## src/rtl/trig_pair_fetch.sv

```systemverilog
// Angle-reduction sequencer for the sin/cos LUT. It reduces an angle in degrees to 0..359,
// reads sine and then cosine from the LUT, and presents the pair with a valid/ready handshake.
// Optional feature: define TRIG_SIGNED_EN for two's-complement in_angle with negative-angle fold.
module trig_pair_fetch #(
    parameter int unsigned ANGLE_W    = 16,
    parameter int unsigned DATA_W     = 32,
    parameter int unsigned NORM_STEPS = 7
) (
    input  logic               clk,
    input  logic               rst,
    input  logic               in_valid,
    output logic               in_ready,
    input  logic [ANGLE_W-1:0] in_angle,
    output logic               lut_op_sel,
    output logic [31:0]        lut_angle,
    input  logic [DATA_W-1:0]  lut_value,
    output logic               out_valid,
    input  logic               out_ready,
    output logic [DATA_W-1:0]  sin_out,
    output logic [DATA_W-1:0]  cos_out,
    output logic [8:0]         angle_out
);

    localparam int unsigned REM_W = ANGLE_W + 1;
    localparam int unsigned KW    = $clog2(NORM_STEPS + 1);
    localparam int unsigned CMP_W = REM_W + NORM_STEPS + 9;

    localparam logic [2:0] IDLE = 3'd0;
    localparam logic [2:0] NORM = 3'd1;
    localparam logic [2:0] SIN  = 3'd2;
    localparam logic [2:0] COS  = 3'd3;
    localparam logic [2:0] DONE = 3'd4;

    logic [2:0]        state_q, state_d;
    logic [REM_W-1:0]  rem_q, rem_d;
    logic [KW-1:0]     k_q, k_d;
    logic [DATA_W-1:0] sin_q, sin_d;
    logic [DATA_W-1:0] cos_q, cos_d;
    logic [8:0]        angle_q, angle_d;
    logic              op_q, op_d;
    logic [31:0]       lut_angle_q, lut_angle_d;
    logic              in_ready_q, out_valid_q;

    logic [REM_W-1:0]  mag;
    logic [CMP_W-1:0]  step_sub;
    logic [REM_W-1:0]  rem_step;
    logic [REM_W-1:0]  rem_fold;

`ifdef TRIG_SIGNED_EN
    logic neg_q, neg_d;
    logic [REM_W-1:0] ext;

    // Sign-extend by one bit so the magnitude of the most negative input fits.
    assign ext      = {in_angle[ANGLE_W-1], in_angle};
    assign mag      = in_angle[ANGLE_W-1] ? (~ext + REM_W'(1)) : ext;
    assign rem_fold = (neg_q && (rem_step != '0)) ? (REM_W'(360) - rem_step) : rem_step;
`else
    assign mag      = REM_W'(in_angle);
    assign rem_fold = rem_step;
`endif

    // One conditional subtract of 360<<k per NORM cycle.
    assign step_sub = CMP_W'(360) << k_q;
    assign rem_step = (CMP_W'(rem_q) >= step_sub) ? REM_W'(CMP_W'(rem_q) - step_sub) : rem_q;

    always_comb begin
        state_d     = state_q;
        rem_d       = rem_q;
        k_d         = k_q;
        sin_d       = sin_q;
        cos_d       = cos_q;
        angle_d     = angle_q;
        op_d        = op_q;
        lut_angle_d = lut_angle_q;
`ifdef TRIG_SIGNED_EN
        neg_d       = neg_q;
`endif
        case (state_q)
            IDLE: begin
                if (in_valid) begin
                    rem_d   = mag;
                    k_d     = KW'(NORM_STEPS - 1);
                    state_d = NORM;
`ifdef TRIG_SIGNED_EN
                    neg_d   = in_angle[ANGLE_W-1];
`endif
                end
            end
            NORM: begin
                if (k_q == '0) begin
                    rem_d       = rem_fold;
                    op_d        = 1'b0;
                    lut_angle_d = 32'(rem_fold);
                    state_d     = SIN;
                end else begin
                    rem_d = rem_step;
                    k_d   = k_q - KW'(1);
                end
            end
            SIN: begin
                sin_d   = lut_value;
                op_d    = 1'b1;
                state_d = COS;
            end
            COS: begin
                cos_d   = lut_value;
                angle_d = 9'(rem_q);
                state_d = DONE;
            end
            DONE: begin
                if (out_ready) state_d = IDLE;
            end
            default: state_d = IDLE;
        endcase
    end

    always_ff @(posedge clk) begin
        if (rst) begin
            state_q     <= IDLE;
            rem_q       <= '0;
            k_q         <= '0;
            sin_q       <= '0;
            cos_q       <= '0;
            angle_q     <= '0;
            op_q        <= 1'b0;
            lut_angle_q <= '0;
            in_ready_q  <= 1'b1;
            out_valid_q <= 1'b0;
`ifdef TRIG_SIGNED_EN
            neg_q       <= 1'b0;
`endif
        end else begin
            state_q     <= state_d;
            rem_q       <= rem_d;
            k_q         <= k_d;
            sin_q       <= sin_d;
            cos_q       <= cos_d;
            angle_q     <= angle_d;
            op_q        <= op_d;
            lut_angle_q <= lut_angle_d;
            in_ready_q  <= (state_d == IDLE);
            out_valid_q <= (state_d == DONE);
`ifdef TRIG_SIGNED_EN
            neg_q       <= neg_d;
`endif
        end
    end

    assign in_ready   = in_ready_q;
    assign out_valid  = out_valid_q;
    assign sin_out    = sin_q;
    assign cos_out    = cos_q;
    assign angle_out  = angle_q;
    assign lut_op_sel = op_q;
    assign lut_angle  = lut_angle_q;

endmodule

```

## config.mk

```make
export PLATFORM = sky130hd
export DESIGN_NAME = trig_pair_fetch
export DESIGN_NICKNAME = d
export VERILOG_FILES = /design/src/rtl/trig_pair_fetch.sv
export SDC_FILE = /design/constraint.sdc
export NUM_CORES = 1
export LEC_CHECK = 0
export ABC_AREA = 1
export BUFFER_PORTS_ARGS = -buffer_cell sky130_fd_sc_hd__buf_2
export CORE_AREA = 5 5 114 116
export CTS_CLUSTER_SIZE = 25
export DETAILED_ROUTE_END_ITERATION = 12
export DIE_AREA = 0 0 119 121
export GPL_ROUTABILITY_DRIVEN = 1
export HOLD_SLACK_MARGIN = 0.05
export PLACE_DENSITY = 0.75
export SLEW_MARGIN = 10
export SYNTH_ARGS = -nofsm -noshare
export SYNTH_HDL_FRONTEND = slang
export SYNTH_SLANG_ARGS = --single-unit
```

## constraint.sdc

```tcl
create_clock -name clk -period 6.4 [get_ports clk]
set_input_delay 0.64 -clock clk [delete_from_list [all_inputs] [get_ports clk]]
set_output_delay 0.64 -clock clk [all_outputs]
set_load 0.02 [all_outputs]
```

After elaboration in Yosys (flattened, before gate mapping)
Cells that the tools add are included.
- order comparisons: 1
- equal/unequal tests: 8
- $add $sub $neg: 2
- multiplexer cells: 12
- shift operators: 1
- reductions and logical operators: 9
- operators with widths (operator ; number):
    $mux 17 ; 2
    $pmux 17 s2 ; 1
    $ge 17x33->1 ; 1
    $shl 9x3->33 const A ; 1
    $sub 17x17->17 ; 1
    $mux 3 ; 5
    $pmux 3 s5 ; 1
    $logic_not 3->1 ; 3
    $eq 3x2->1 const B ; 2
    $eq 3x3->1 const B ; 2
    $ne 2x2->1 const B ; 3
    $pmux 3 s2 ; 1
    $reduce_and 2->1 ; 3
    $reduce_bool 2->1 ; 2
    $eq 3x1->1 const B ; 1
    $reduce_and 3->1 ; 1
    $sub 3x1->3 const B ; 1
    $pmux 1 s2 ; 1
    $mux 1 ; 1
- output and inout port bits: 108
- register bits: 116
- bits of input ports: 52

Longest topological paths before layout
- depth after elaboration: 4
- gate-level depth with buffers: 18
- gate-level depth less buffers: 18

Least setup slack after synthesis
Ideal clock, no wire load.
- path kind: register to register
- start point: reg k_q[2]
- end point: reg rem_q[10]
- path buffers: 2
- arrival: 2331 ps
- stages on the path, launching flop included: 17
- clock period less this slack: 2461 ps
- slack: 3939 ps
- path through: dfxtp_1 > clkbuf_1 > inv_1 > ha_1 > inv_1 > ha_1 > nand2_1 > nand2_1 > nand2_1 > nand2_2 > a21oi_4 > nand3_4 > buf_12 > nand2_1 > nand2_2 > a21oi_2 > nor2_2
- cells in the longest elaborated chain, start to end: 4
- elaborated cells on any way between the ends: 5
- those cells by class: add/sub: 1; order compare: 1; shift: 1; mux: 2
- RTL lines (element ; RTL line ; source):
    start: declaration ; 36 ; logic [KW-1:0] k_q, k_d;
    start signal: assignment ; 135 ; k_q <= k_d;
    $shl 9x3->33 (*) ; 63 ; assign step_sub = CMP_W'(360) << k_q;
    $ge 17x33->1 / $sub 17x17->17 (equally long branches) ; 64 ; assign rem_step = (CMP_W'(rem_q) >= step_sub) ? REM_W'(CMP_W'(rem_q) - step_sub) : rem_q;
    $mux 17 (*) ; 64 ;
    $pmux 17 s2 (*) ; 78 ; case (state_q)
    end signal: assignment ; 134 ; rem_q <= rem_d;
    end: declaration ; 35 ; logic [REM_W-1:0] rem_q, rem_d;
Mark *: on every way between the ends. The rest lies on a longest branch, timed or not.
A chain may end at the register's enable or synchronous reset.

Worst setup path in the final report
- start point: reg k_q[0]
- end point: reg lut_angle_q[9] (netlist: lut_angle[9])
- cells in the longest elaborated chain, start to end: 3
- elaborated cells on any way between the ends: 6
- those cells by class: add/sub: 1; order compare: 1; shift: 1; mux: 1; reduce/logical: 2
- RTL lines (element ; RTL line ; source):
    $shl 9x3->33 ; 63 ;
    $ge 17x33->1 / $sub 17x17->17 (equally long branches) ; 64 ;
    $mux 17 ; 64 ;
    end signal: assignment ; 140 ; lut_angle_q <= lut_angle_d;
    end: declaration ; 41 ; logic [31:0] lut_angle_q, lut_angle_d;
Parallel ways exist; a longest one is shown, timed or not.

==> metrics.md <==
| Metric | Value |
|---|---|
| Leakage power | `0.00357 uW` |
| Cells after synthesis | `806` |
| GRT busiest layer | `met2` |
| Die W | `119 um` |
| Worst VDD drop | `199 uV` |
| Primary FF master, synth | `dfxtp_1` |
| Final period util | `43.4%` |
| Crit path from | `k_q[0]` |
| Final setup margin | `3.62 ns` |
| Hold_sp | `sin_out[9]` |
| Setup TNS | `0 ns` |
| Pin slew with the least headroom to its limit | `1.05 ns` |
| Place WS | `3.65 ns` |
| Reg-to-Reg Start | `k_q[0]` |
| Startpoint types | `flip-flop` |
| Worst hold path type | `flip-flop to flip-flop` |
| Number of setup buffers added after CTS | `0` |
| Commonest non-fill, non-tap cell in the layout | `buf_2` |
| Core region area | `11800 sq um` |
| Worst setup EP type | `flip-flop` |
| Crit path DAT | `3.09 ns` |
| Global-route wire length before repair | `24700 um` |
| DR iter-0 viols | `531` |
| Vias in the first global route | `4981` |
| Largest net degree at the start of global routing | `84` |
| Met1 usage | `26.9%` |
| CTS Buffer Depth | `2` |
| Vias post-DR | `5430` |
| Cell Pwr Density | `429 nW/um^2` |
| WHS | `0.438 ns` |
| Register area share after synthesis | `40.5%` |
| EDFF count, synth | `0` |
| CTS tree | `built` |
| CTS Hold Bufs | `0` |
| RSZ-0062 raised after global routing | `false` |
| Finish-stage setup viols | `0` |
| Global-route usage over all layers | `21.4%` |
| CP Class | `flip-flop to flip-flop` |
| Routed Antenna Nets | `0` |
| Initial antenna violation count | `0` |
| Crit path required time | `6.72 ns` |
| H-tree levels | `4` |
| Most frequent cells in the layout | `144 x buf_2, 121 x nor2_1, 118 x inv_1` |
| Die Area | `14400 sq um` |
| First-pass DRT Iterations | `5` |
| Max-slew headroom | `30.1%` |
| Warning count from the yosys run | `0` |
| Minimum clock period | `2.78 ns` |
| Yosys reg bits | `116` |
| Share of layout cells above drive strength 1 | `24.5%` |
| Final slew viol count | `0` |
| Crit-path max FO | `8` |
| Post-route cell area | `7090 sq um` |
| Yosys cell types | `40` |
| Syn Area/Cell | `7.11 sq um` |
| CTS clk-pin slew, worst paths | `0.06 ns` |
| CTS root buffer | `clkbuf_16` |
| TritonCTS Buffers | `17` |
| Initial Util | `48.5%` |
| IO buf count | `144` |
| ANT cells | `0` |
| DP Wirelength | `10900 um` |
| I/O pin count | `160` |
| Worst Clk Skew | `0.00778 ns` |
| Max-cap violations | `0` |
| Max frequency | `360 MHz` |
| Async SR Flop Fraction | `0%` |
| Global routing met2 resource utilization | `34.3%` |
| Drt wl/cell | `14.0 um` |
| Vias per cell | `4.96` |
| Area post-placement | `6440 sq um` |
| Clk sinks | `116` |
| Final Hold Viols | `0` |
| Drt total wl | `15400 um` |
| Status | `finished clean` |
| Final Wtd Congestion | `1.01` |
| NumNets Final | `1010` |
| Worst skew pair latency | `0.42 ns` |
| Total gr overflow | `0` |
| Area of the mapped netlist | `5730 sq um` |
| Post-cts resize count | `0` |
| GRT met3 Usage | `7.23%` |
| Site row count | `40` |
| Remaining DRCs | `0` |
| Die Y-Extent | `121 um` |
| Syn-to-layout area delta | `23.7%` |
==> critical path, cell delays in order, from the launching register on <==
cell	delay, ns
dfxtp_1	0.40
inv_1	0.17
ha_1	0.37
mux2i_1	0.19
ha_1	0.33
nand2_1	0.14
inv_1	0.06
a21oi_2	0.17
inv_1	0.07
a21oi_2	0.36
nand3_1	0.15
nand2_1	0.10
nand2_1	0.06
nand2_1	0.08
inv_1	0.04
==> final timing paths <==
path	end	slack, ns	depth (start not counted)
worst max-delay path	lut_angle[9]	3.62	14
worst min-delay path	sin_out[9]	0.44	2
worst min register to register	sin_out[9]	0.44	2
worst max register to register	lut_angle[9]	3.62	14
==> cell usage after synthesis, types with 2 or more instances <==
library cell | count | area share (%)
o21ai_1 | 7 | 0.61
nand3_1 | 29 | 2.5
nor2_2 | 4 | 0.44
buf_2 | 3 | 0.26
nand4_1 | 3 | 0.33
and2_1 | 2 | 0.22
clkbuf_1 | 26 | 1.7
inv_2 | 8 | 0.52
nor2_4 | 4 | 0.79
o21ai_2 | 6 | 0.92
nand2_1 | 117 | 7.7
inv_1 | 119 | 7.8
or2_2 | 2 | 0.22
xor2_1 | 5 | 0.76
a22o_1 | 3 | 0.46
ha_1 | 22 | 4.8
a21oi_2 | 8 | 1.2
o21ai_0 | 97 | 8.5
nand2_2 | 10 | 1.1
dfxtp_1 | 116 | 40
a21oi_1 | 55 | 4.8
buf_4 | 19 | 2.5
nor2_1 | 121 | 7.9
nand3_2 | 4 | 0.70
==> layout make-up <==
class	instances	area (sq um)
flip-flops and latches	116	2320
fillers	1087	4720
inverters	127	477
clock buffers	17	425
well taps	147	184
clock inverters	14	225
repair buffers	147	743
multi-input cells	527	2710
==> logic make-up after synthesis <==
group	Yosys count	synth area share (%)
buffers and inverters	177	13.2
xor gates and xnor gates	6	0.916
adders and majority gates	22	4.80
muxes	1	0.175
other	1	0.0654
and+or+nand+nor	302	23.1
DFF	116	40.5
AOI/OAI and AO/OA	181	17.3
==> sequential cells by signal, indices dropped and copies added (netlist names) <==
register / flops
state_q: 3
lut_angle: 17
sin_out: 32
rem_q: 17
k_q: 3
out_valid: 1
angle_out: 9
cos_out: 32
in_ready: 1
lut_op_sel: 1
==> report_power, final <==
| group | leakage (uW) | switching, uW | internal (uW) |
|---|---|---|---|
| clock network | 0.000318 | 356 | 693 |
| registers | 0.000944 | 64.7 | 817 |
| logic | 0.00231 | 741 | 368 |
==> metrics by stage <==
step                      util [%]  std cells  power, uW
after floorplan                  -        820       1760
after global placement        54.5       1064       1980
after detailed placement      54.5       1064       2000
after CTS                     60.0       1095       3050
after global routing          60.0       1095       3240
final                         60.0       1095       3040
==> metal layers <==
metal / wire, um / up-vias
met5: 0 / -
met4: 328 / 0
met3: 964 / 31
met2: 7160 / 169
met1: 6930 / 2468
li1: - / 2762
Note: power is estimated with default switching activity, not from simulation.
